File: src/rtl/lfsr_pkg.sv
// lfsr_pkg: shared helpers and constants for the paged LFSR LED display.
//   clog2      ceiling log2 (returns 0 for values <= 1)
//   num_pages  number of LED pages needed to show a WIDTH-bit state
//   page_w     page select width, never narrower than 1 bit
//   TAPS_Wn    maximal-length feedback masks for common widths
//              (bit i set = state[i] takes part in the XOR feedback)
package lfsr_pkg;

  localparam logic [7:0]  TAPS_W8  = 8'hB8;
  localparam logic [15:0] TAPS_W16 = 16'hB400;
  localparam logic [21:0] TAPS_W22 = 22'h300000;
  localparam logic [31:0] TAPS_W32 = 32'h80200003;

  function automatic int clog2(input int value);
    int r;
    int v;
    r = 0;
    v = value - 1;
    while (v > 0) begin
      r++;
      v = v >> 1;
    end
    return r;
  endfunction

  function automatic int num_pages(input int width, input int led_w);
    return (width + led_w - 1) / led_w;
  endfunction

  function automatic int page_w(input int width, input int led_w);
    int n;
    n = clog2(num_pages(width, led_w));
    return (n < 1) ? 1 : n;
  endfunction

endpackage

File: src/rtl/lfsr_led_pager_if.sv
// lfsr_led_pager_if: control and display bundle of lfsr_led_pager.
//   run           1 = prescaler counts and LFSR steps
//   load          1-cycle strobe, captures seed into the LFSR
//   seed          WIDTH-bit value captured on load
//   page          page select, page_w(WIDTH, LED_W) bits
//   led           selected LED page (registered)
//   led_max_tick  high while the LFSR sits on its start value (registered)
//   lfsr_q        current LFSR state
//   step_o        1-cycle pulse in the cycle the LFSR advances
// Modports: master drives the controls, slave is the generator.
interface lfsr_led_pager_if
  import lfsr_pkg::*;
#(
  parameter int WIDTH = 22,
  parameter int LED_W = 14
);
  localparam int PW = page_w(WIDTH, LED_W);

  logic             run;
  logic             load;
  logic [WIDTH-1:0] seed;
  logic [PW-1:0]    page;
  logic [LED_W-1:0] led;
  logic             led_max_tick;
  logic [WIDTH-1:0] lfsr_q;
  logic             step_o;

  modport master (
    output run, load, seed, page,
    input  led, led_max_tick, lfsr_q, step_o
  );

  modport slave (
    input  run, load, seed, page,
    output led, led_max_tick, lfsr_q, step_o
  );

endinterface

File: src/rtl/lfsr_core.sv
// lfsr_core: Fibonacci LFSR register with step, load and optional lock-up guard.
//   clk      system clock
//   reset    asynchronous, active-low reset (state and start -> SEED)
//   i_step   advance one position this cycle
//   i_load   capture i_seed as both state and start value (wins over i_step)
//   i_seed   value captured on i_load
//   o_q      current LFSR state
//   o_start  start value the state is compared against for the wrap flag
// Build option: LFSR_LOCKUP_GUARD_EN defined -> the all-zero state is replaced by
// SEED both when stepping out of it and when it is loaded.
module lfsr_core #(
  parameter int               WIDTH = 22,
  parameter logic [WIDTH-1:0] TAPS  = WIDTH'(22'h300000),
  parameter logic [WIDTH-1:0] SEED  = WIDTH'(1)
) (
  input  logic             clk,
  input  logic             reset,
  input  logic             i_step,
  input  logic             i_load,
  input  logic [WIDTH-1:0] i_seed,
  output logic [WIDTH-1:0] o_q,
  output logic [WIDTH-1:0] o_start
);

  logic [WIDTH-1:0] r_q;
  logic [WIDTH-1:0] r_start;
  logic             w_fb;
  logic [WIDTH-1:0] w_shift;
  logic [WIDTH-1:0] w_step_val;
  logic [WIDTH-1:0] w_load_val;

  always_comb begin
    w_fb    = ^(r_q & TAPS);
    w_shift = {r_q[WIDTH-2:0], w_fb};
`ifdef LFSR_LOCKUP_GUARD_EN
    // Zero is a fixed point of a pure XOR LFSR; escape it through SEED.
    w_step_val = (r_q == '0) ? SEED : w_shift;
    w_load_val = (i_seed == '0) ? SEED : i_seed;
`else
    w_step_val = w_shift;
    w_load_val = i_seed;
`endif
  end

  always_ff @(posedge clk or negedge reset) begin
    if (!reset) begin
      r_q     <= SEED;
      r_start <= SEED;
    end else if (i_load) begin
      r_q     <= w_load_val;
      r_start <= w_load_val;
    end else if (i_step) begin
      r_q     <= w_step_val;
    end
  end

  assign o_q     = r_q;
  assign o_start = r_start;

endmodule

File: src/rtl/lfsr_led_pager.sv
// lfsr_led_pager: LFSR pattern generator with paged LED display for demo boards.
//   clk    system clock (single clock domain, no derived clocks)
//   reset  asynchronous, active-low reset
//   bus    lfsr_led_pager_if.slave: run/load/seed/page in; led, led_max_tick,
//          lfsr_q, step_o out
// The LFSR advances once every DIV clk cycles while run is high, driven by an
// internal prescaler strobe. Page p shows lfsr_q[p*LED_W +: LED_W]; bits beyond
// the state width and pages beyond the last one read as zero.
// Build option: LFSR_LOCKUP_GUARD_EN (see lfsr_core); ports are identical either way.
module lfsr_led_pager
  import lfsr_pkg::*;
#(
  parameter int               WIDTH = 22,
  parameter logic [WIDTH-1:0] TAPS  = WIDTH'(TAPS_W22),
  parameter logic [WIDTH-1:0] SEED  = WIDTH'(1),
  parameter int               LED_W = 14,
  parameter int               DIV   = 100_000_000
) (
  input  logic             clk,
  input  logic             reset,
  lfsr_led_pager_if.slave  bus
);

  localparam int NUM_PAGES = num_pages(WIDTH, LED_W);
  localparam int EXT_W     = NUM_PAGES * LED_W;
  localparam int CNT_W     = clog2(DIV);
  localparam logic [CNT_W-1:0] CNT_MAX = CNT_W'(DIV - 1);

  logic [CNT_W-1:0] r_cnt;
  logic             r_step;
  logic [LED_W-1:0] r_led;
  logic             r_max;
  logic             w_wrap;
  logic [WIDTH-1:0] w_q;
  logic [WIDTH-1:0] w_start;
  logic [EXT_W-1:0] w_ext;
  logic [LED_W-1:0] w_led_nxt;

  // A load in the wrap cycle takes priority and swallows that step.
  assign w_wrap = bus.run && (r_cnt == CNT_MAX) && !bus.load;

  always_ff @(posedge clk or negedge reset) begin
    if (!reset) begin
      r_cnt  <= '0;
      r_step <= 1'b0;
    end else begin
      r_step <= w_wrap;
      if (bus.load) begin
        r_cnt <= '0;
      end else if (bus.run) begin
        r_cnt <= (r_cnt == CNT_MAX) ? '0 : r_cnt + CNT_W'(1);
      end
    end
  end

  lfsr_core #(
    .WIDTH (WIDTH),
    .TAPS  (TAPS),
    .SEED  (SEED)
  ) u_core (
    .clk     (clk),
    .reset   (reset),
    .i_step  (w_wrap),
    .i_load  (bus.load),
    .i_seed  (bus.seed),
    .o_q     (w_q),
    .o_start (w_start)
  );

  // Zero-pad the state to whole pages so the last page reads 0 above WIDTH-1.
  assign w_ext = EXT_W'(w_q);

  always_comb begin
    w_led_nxt = '0;
    for (int p = 0; p < NUM_PAGES; p++) begin
      if (int'(bus.page) == p) begin
        w_led_nxt = w_ext[p*LED_W +: LED_W];
      end
    end
  end

  always_ff @(posedge clk or negedge reset) begin
    if (!reset) begin
      r_led <= '0;
      r_max <= 1'b0;
    end else begin
      r_led <= w_led_nxt;
      r_max <= (w_q == w_start);
    end
  end

  assign bus.led          = r_led;
  assign bus.led_max_tick = r_max;
  assign bus.lfsr_q       = w_q;
  assign bus.step_o       = r_step;

endmodule
File: src/flat_wrapper.sv
// flat-port wrapper written by rule: the top's interface ports become plain ports
module lfsr_led_pager_flat import lfsr_pkg::*;
#(
  parameter int               WIDTH = 22,
  parameter logic [WIDTH-1:0] TAPS  = WIDTH'(TAPS_W22),
  parameter logic [WIDTH-1:0] SEED  = WIDTH'(1),
  parameter int               LED_W = 14,
  parameter int               DIV   = 100_000_000
)
  (clk, reset, bus_run, bus_load, bus_seed, bus_page, bus_led, bus_led_max_tick, bus_lfsr_q, bus_step_o);
  lfsr_led_pager_if #(.WIDTH(WIDTH), .LED_W(LED_W)) bus_i ();
  input  logic clk;
  input  logic reset;
  input wire logic [$bits(bus_i.run)-1:0] bus_run;
  input wire logic [$bits(bus_i.load)-1:0] bus_load;
  input wire logic [$bits(bus_i.seed)-1:0] bus_seed;
  input wire logic [$bits(bus_i.page)-1:0] bus_page;
  output wire logic [$bits(bus_i.led)-1:0] bus_led;
  output wire logic [$bits(bus_i.led_max_tick)-1:0] bus_led_max_tick;
  output wire logic [$bits(bus_i.lfsr_q)-1:0] bus_lfsr_q;
  output wire logic [$bits(bus_i.step_o)-1:0] bus_step_o;
  assign bus_i.run = bus_run;
  assign bus_i.load = bus_load;
  assign bus_i.seed = bus_seed;
  assign bus_i.page = bus_page;
  assign bus_led = bus_i.led;
  assign bus_led_max_tick = bus_i.led_max_tick;
  assign bus_lfsr_q = bus_i.lfsr_q;
  assign bus_step_o = bus_i.step_o;
  lfsr_led_pager #(.WIDTH(WIDTH), .TAPS(TAPS), .SEED(SEED), .LED_W(LED_W), .DIV(DIV)) u_core (.clk(clk), .reset(reset), .bus(bus_i));
endmodule
File: config.mk
export PLATFORM = sky130hd
export DESIGN_NAME = lfsr_led_pager_flat
export DESIGN_NICKNAME = d
export VERILOG_FILES = /design/src/rtl/lfsr_pkg.sv /design/src/rtl/lfsr_led_pager_if.sv /design/src/rtl/lfsr_core.sv /design/src/rtl/lfsr_led_pager.sv /design/src/flat_wrapper.sv
export SDC_FILE = /design/constraint.sdc
export NUM_CORES = 1
export LEC_CHECK = 0
export CAP_MARGIN = 10
export CORE_ASPECT_RATIO = 2
export CORE_UTILIZATION = 53
export DETAILED_ROUTE_END_ITERATION = 16
export GPL_ROUTABILITY_DRIVEN = 0
export HOLD_SLACK_MARGIN = 0.12
export PLACE_DENSITY = 0.79
export SYNTH_ARGS = -nofsm -noshare
export SYNTH_HDL_FRONTEND = slang
export SYNTH_SLANG_ARGS = --single-unit
File: constraint.sdc
create_clock -name clk -period 3.1 [get_ports clk]
set_input_delay 0.31 -clock clk [delete_from_list [all_inputs] [get_ports clk]]
set_output_delay 0.31 -clock clk [all_outputs]
set_load 0.005 [all_outputs]
==> impl_metrics.yaml, run 1 <==
timing:
  min_period_over_period: 0.8081
  final_hold_viol_count: 0
  fin_skew_ns: 0.01040
  grt_setup_unrepaired: "false"
  fin_setup_tns_ns: 0
  tightest_slew_ns: 0.8091
  max_freq_mhz: 399.2
  slew_viol_final: 0
  min_period_ns: 2.505
  hold_ws_ns: 0.2974
  setup_viol: 0
  slew_headroom: 0.4582
detailed_routing:
  avgViaCountPerCell: 5.511
  drtAntennaViolNets: 0
  drc: 0
  dr.pass1.iters: 4
  vias: 3009
  wl_um: 9142
  drt_iter0_markers: 148
  wl_per_cell_um: 16.74
layout:
  antenna_cells: 0
  layout.cells.non_filler: 546
  num-nets-final: 477
  drive_above_1_share: 0.07489
  multiInputGateArea_sq_um: 1639
  fin_util: 0.6904
  regArea_sq_um: 2180
  areaGrowthSynthToFinish_pct: 24.96
  fillers: 576
worst_setup_path:
  r2r_cells: 6
  rr_endpoint: "u_core.u_core.o_q[18]$_DFFE_PN0P_"
  start_kind: "flip-flop"
  worstSetupPathType: "flip-flop to flip-flop"
  critPathCaptureType: "flip-flop"
  slowest_delay_ns: 0.55
  reg2reg_from: "u_core.r_cnt[10]$_DFFE_PN0P_"
  required_ns: 3.29
  critPathSlowestCell: "or4b_1"
  rrSetupSlack_ns: 0.59
  critPathMaxFanout: 23
  critical_path.cell_chain: "or4b_1 > or2_0 > or4_1 > buf_4 > mux2i_1 > o21ai_0"
  crit_arrival_ns: 2.70
clocking:
  cts_sinks: 87
  clock_latency_ns: 0.34
  cts_tree: "built"
  cts_root_buf: "clkbuf_16"
  cts_buffers: 9
  htreeDepth: 3
  cts.repair.resized: 0
  clk_pin_slew_ns: 0.06
  clock_path_buffers: 2
floorplanning:
  start_util: 0.5525
  std_cell_rows: 44
  die_y_um: 125.1
  io_pins: 65
  core_sq_um: 7267
  die_w_um: 63.55
  fp.dieArea_sq_um: 7949
worst_hold_path:
  min-delay-start: "bus_load"
  hold_depth: 2
  hold-path-endpoint: "u_core.r_cnt[0]$_DFFE_PN0P_"
  hold_class: "input pin to flip-flop"
pwr:
  p_comb_frac: 0.112
  sw_frac_of_total: 0.2292
  p_leak_nw: 2.293
  ir_worst_vdd_mv: 0.4165
  cellPowerDensity_nw_per_um2: 543.6
  intPower_mw: 2.102
  clkPwrFrac: 0.419
  p_seq_frac: 0.469
  p_switching_mw: 0.6252
logic_synthesis:
  yosysMostFrequentCell: "dfrtp_1"
  ys_top_cells_by_area: "dfrtp_1 53%, xor2_1 5.7%, mux2i_1 5.5%, xnor2_1 4.1%, o21ai_0 3.6%"
  yosys.cell_types.count: 37
  synth-adder-area-share: 0.003116
  postSynthAreaPerCell_sq_um: 10.43
  synth_top_family_by_area: "simple AND/OR/NAND/NOR gates"
  synth-seq-cells: 87
  synthMuxAreaShare: 0.08009
  yosysSeqAreaShare: 0.5428
  synth_xor_area_frac: 0.09816
  syn-num-nets: 413
  synth_area_sq_um: 4015
  yosys-top-cells-count: "85 x dfrtp_1, 38 x nand2_1, 31 x nor2_1, 29 x o21ai_0, 26 x xor2_1"
  synth_edf_count: 0
  synthFlopType: "dfrtp_1"
  yosysWarnings: 0
  yosys.area_share.simple: 0.1552
  async_flop_share: 1.000
  synthCells: 385
  synth_area_leader_cell: "dfrtp_1"
  synth_compound_area_frac: 0.07167
  synth_top_area_frac: 0.5298
global_routing:
  grt_max_degree: 68
  gr-total-overflow: 0
  track_usage: 0.2531
  grt_pass1_wl_um: 15280
  antenna_found_initial: 0
  grt_pass1_vias: 3165
placement:
  dp_hpwl_um: 6502
  dp_cells: 529
  port_buffers: 64
outcome:
  outcome: "completed"
flow_run:
  maxCapViolations: 0
-- timing repair --
action                    in CTS  in global routing
hold buffers                   1                  0
hold endpoints to repair      37                  0
setup buffers                  0                  0
-- power groups by stage --
stage,clock network [mW],logic (mW),registers [mW]
after floorplan,0,0.126,1.28
after global placement,0,0.300,1.30
after detailed placement,0,0.307,1.30
after CTS,1.17,0.312,1.28
after global routing,1.21,0.336,1.29
final,1.14,0.307,1.28
-- per-stage QoR --
stage / power (mW) / instance area, sq um / setup slack, ns
after detailed placement: 1.605 / 4691 / 0.5902
final: 2.727 / 5017 / 0.5949
after CTS: 2.759 / 5017 / 0.5940
after floorplan: 1.409 / 4015 / 0.8561
after global routing: 2.837 / 5017 / 0.4387
after global placement: 1.595 / 4691 / 0.6679
-- final cells by class --
type,instances,area share
sequential,87,0.4344
multi-input combinational,257,0.3267
timing repair buffer,69,0.1342
clock buffer,12,0.04913
tap,92,0.02294
inverter,25,0.01870
clock inverter,4,0.01397
-- cells in the final DEF (no fill, tap or decap), drive strengths merged, types with 8 or more instances in the layout --
cell and instances:
o21ai 47, clkdlybuf4s50 62, mux2 9, xnor2 19, nand4 8, xor2 26, nor3 8, inv 25
nand2 39, dfrtp 85, nor4 13, mux2i 22, nor2 31, clkbuf 12
-- layer usage --
layer	global-route usage	vias to the layer above	wire length (um)
li1	-	1436	-
met1	0.2713	1462	3308
met2	0.4568	89	5163
met3	0.05383	22	400
met4	0.1217	0	269
met5	0	-	0
-- how the worst max path moves through the flow --
stage / start / end / slack, ns / cells past startpoint
6_report: u_core.r_cnt[10]$_DFFE_PN0P_ / u_core.u_core.o_q[18]$_DFFE_PN0P_ / 0.59 / 6
5_1_grt: u_core.r_cnt[10]$_DFFE_PN0P_ / u_core.u_core.o_q[17]$_DFFE_PN0P_ / 0.44 / 6
4_1_cts: u_core.r_cnt[10]$_DFFE_PN0P_ / u_core.u_core.o_q[16]$_DFFE_PN0P_ / 0.59 / 6
3_5_place_dp: u_core.r_cnt[8]$_DFFE_PN0P_ / u_core.u_core.o_q[16]$_DFFE_PN0P_ / 0.59 / 6
3_3_place_gp: bus_run / u_core.r_cnt[25]$_DFFE_PN0P_ / 0.67 / 6
2_1_floorplan: u_core.r_cnt[10]$_DFFE_PN0P_ / u_core.u_core.o_q[10]$_DFFE_PN0P_ / 0.86 / 7
-- worst max-delay path, delay by kind of cell (launching register included) --
family                 cells  cell delay [ns]
AOI/OAI and AO/OA          1             0.10
buffers and inverters      1             0.30
DFF                        1             0.43
muxes                      1             0.19
and+or+nand+nor            3             1.33
-- flip-flops by register name (all words and copies together), names as in the netlist --
signal	count
u_core.r_cnt	27
u_core.u_core.o_q	22
u_core.u_core.o_start	22
u_core.bus.led	14
u_core.bus.led_max_tick	1
u_core.bus.step_o	1
-- cell families (layout without fill, tap and decap cells) --
kind of cell,Yosys count,in the layout
fa+ha+maj,1,1
buf+inv,41,110
simple gates,126,126
xor+xnor,45,45
compound gates,54,54
mux,31,31
flops,87,87
(Power assumes the default switching activity.)
==> run 2, diff against run 1 <==
CORE_UTILIZATION = 48   (was 53)
PLACE_DENSITY = 0.76   (was 0.79)
clock period = 2 ns   (was 3.1 ns; I/O delays follow)
==> run 2 against run 1 <==
Compared with the run above: final cell count is 8.2% higher; wire length is 13% higher; critical path depth did not move; highest routed layer unchanged; count of clock-buffer cells in the layout shrank 1; utilization is 0.35 points lower; non-clock buffer count up 41; combinational power increased by 74%; sequential share of layout area fell by 3.8 points; the run now ends with negative setup slack left; worst hold slack improved by 0.099 ns; largest power group unchanged; global-route usage is 0.16 points higher; power grew 55%; register-to-register slack worse by 0.92 ns.
==> impl_metrics.yaml, run 2 (synthesis results as in run 1) <==
outcome:
  outcome: "finished with violations"
  violations: "negative setup slack"
timing:
  grt_setup_unrepaired: "true"
  max_freq_mhz: 429.8
  tightest_slew_ns: 0.6733
  fin_skew_ns: 0.007462
  final_hold_viol_count: 0
  min_period_ns: 2.326
  setup_viol: 45
  hold_ws_ns: 0.3966
  slew_viol_final: 0
  fin_setup_tns_ns: -10.15
  slew_headroom: 0.5512
  min_period_over_period: 1.163
  setup_ws_ns: -0.3264
layout:
  largest_reg_flops: 27
  final_common_cell: "dfrtp_1"
  num-nets-final: 518
  fillers: 586
  fin_util: 0.6869
  antenna_cells: 0
  max_flop_register: "u_core.r_cnt"
  drive_above_1_share: 0.1859
  fin_area_sq_um: 5495
  areaGrowthSynthToFinish_pct: 36.87
  layout.cells.non_filler: 591
  layout_common_cells: "85 x dfrtp_1, 62 x clkdlybuf4s50_1, 39 x buf_4"
clocking:
  cts_tree: "built"
  clock_latency_ns: 0.34
  clk_pin_slew_ns: 0.06
  clock_path_buffers: 2
  cts_buffers: 9
  cts_sinks: 87
  htreeDepth: 3
  cts_root_buf: "clkbuf_16"
detailed_routing:
  dr.pass1.iters: 4
  drt_iter0_markers: 155
  wl_per_cell_um: 17.45
  vias: 3216
  dr.max_layer_used: "met4"
  wl_met1_um: 3683
  wl_met3_um: 402
  avgViaCountPerCell: 5.442
  routed-wl-met2_um: 5791
  drc: 0
  wl_um: 10310
  drtAntennaViolNets: 0
global_routing:
  gr-total-overflow: 0
  track_usage: 0.2547
  grt_pass1_vias: 3404
  grt_pass1_wl_um: 16400
  grt_max_degree: 77
  antenna_found_initial: 0
pwr:
  ir_worst_vdd_mv: 0.6728
  power_mw: 4.214
  p_leak_nw: 2.524
  cellPowerDensity_nw_per_um2: 766.9
floorplanning:
  start_util: 0.5019
  die_w_um: 66.67
  io_pins: 65
  std_cell_rows: 46
  die_y_um: 131.3
  core_sq_um: 8000
  fp.dieArea_sq_um: 8756
placement:
  port_buffers: 64
  dp_hpwl_um: 7179
  place_ws_ns: -0.3404
  dp_cells: 571
  place_area_sq_um: 5006
flow_run:
  maxCapViolations: 0
worst_setup_path:
  start_kind: "flip-flop"
  crit_arrival_ns: 2.52
  critPathCaptureType: "flip-flop"
  crit_start: "u_core.r_cnt[25]$_DFFE_PN0P_"
  required_ns: 2.19
  reg2reg_from: "u_core.r_cnt[25]$_DFFE_PN0P_"
  critPathMaxFanout: 13
  worstSetupPathType: "flip-flop to flip-flop"
worst_hold_path:
  hold_class: "input pin to flip-flop"
  min-delay-start: "bus_seed[0]"
==> run 2: worst max-delay path, cell delays in order, from the launching register on <==
cell,delay [ns]
dfrtp_1,0.39
or4b_4,0.54
or2_4,0.25
or4_4,0.54
buf_12,0.19
mux2i_1,0.17
o21ai_1,0.10
==> run 2: layout make-up <==
cell class | count | area [sq um] | area share
clock buffer | 11 | 252.7 | 0.04599
inverter | 25 | 93.84 | 0.01708
timing repair buffer | 110 | 1067 | 0.1942
tap | 96 | 120.1 | 0.02186
clock inverter | 5 | 56.30 | 0.01025
sequential | 87 | 2180 | 0.3966
multi-input combinational | 257 | 1725 | 0.3140
==> run 2: worst paths after layout <==
check	endpoint	slack (ns)	cells past startpoint
worst max-delay path	u_core.u_core.o_q[3]$_DFFE_PN0P_	-0.33	6
worst min-delay path	u_core.u_core.o_q[0]$_DFFE_PN1P_	0.40	3
worst max register to register	u_core.u_core.o_q[3]$_DFFE_PN0P_	-0.33	6
worst min register to register	u_core.u_core.o_start[0]$_DFFE_PN1P_	0.49	2
max in group asynchronous	u_core.r_cnt[23]$_DFFE_PN0P_	0.91	3
min in group asynchronous	u_core.r_cnt[2]$_DFFE_PN0P_	0.42	2
==> run 2: report_power, final <==
part | total, mW | internal (mW) | switching (mW)
clock network | 1.71 | 1.03 | 0.673
logic | 0.533 | 0.296 | 0.238
registers | 1.97 | 1.87 | 0.103
total | 4.21 | 3.20 | 1.01
==> run 2: layer usage <==
metal	track usage	vias to the layer above
li1	-	1515
met1	0.2667	1583
met2	0.4461	90
met3	0.05295	28
met4	0.1478	0
met5	0	-
==> run 2: timing repair <==
action                                  in CTS  in global routing
buffers inserted                             0                  2
hold buffers                                 1                  0
endpoints found under the setup margin      43                 45
pin swaps                                    0                  9
resized for setup                            6                 26
gates cloned                                 1                  1
hold endpoints to repair                    48                  0
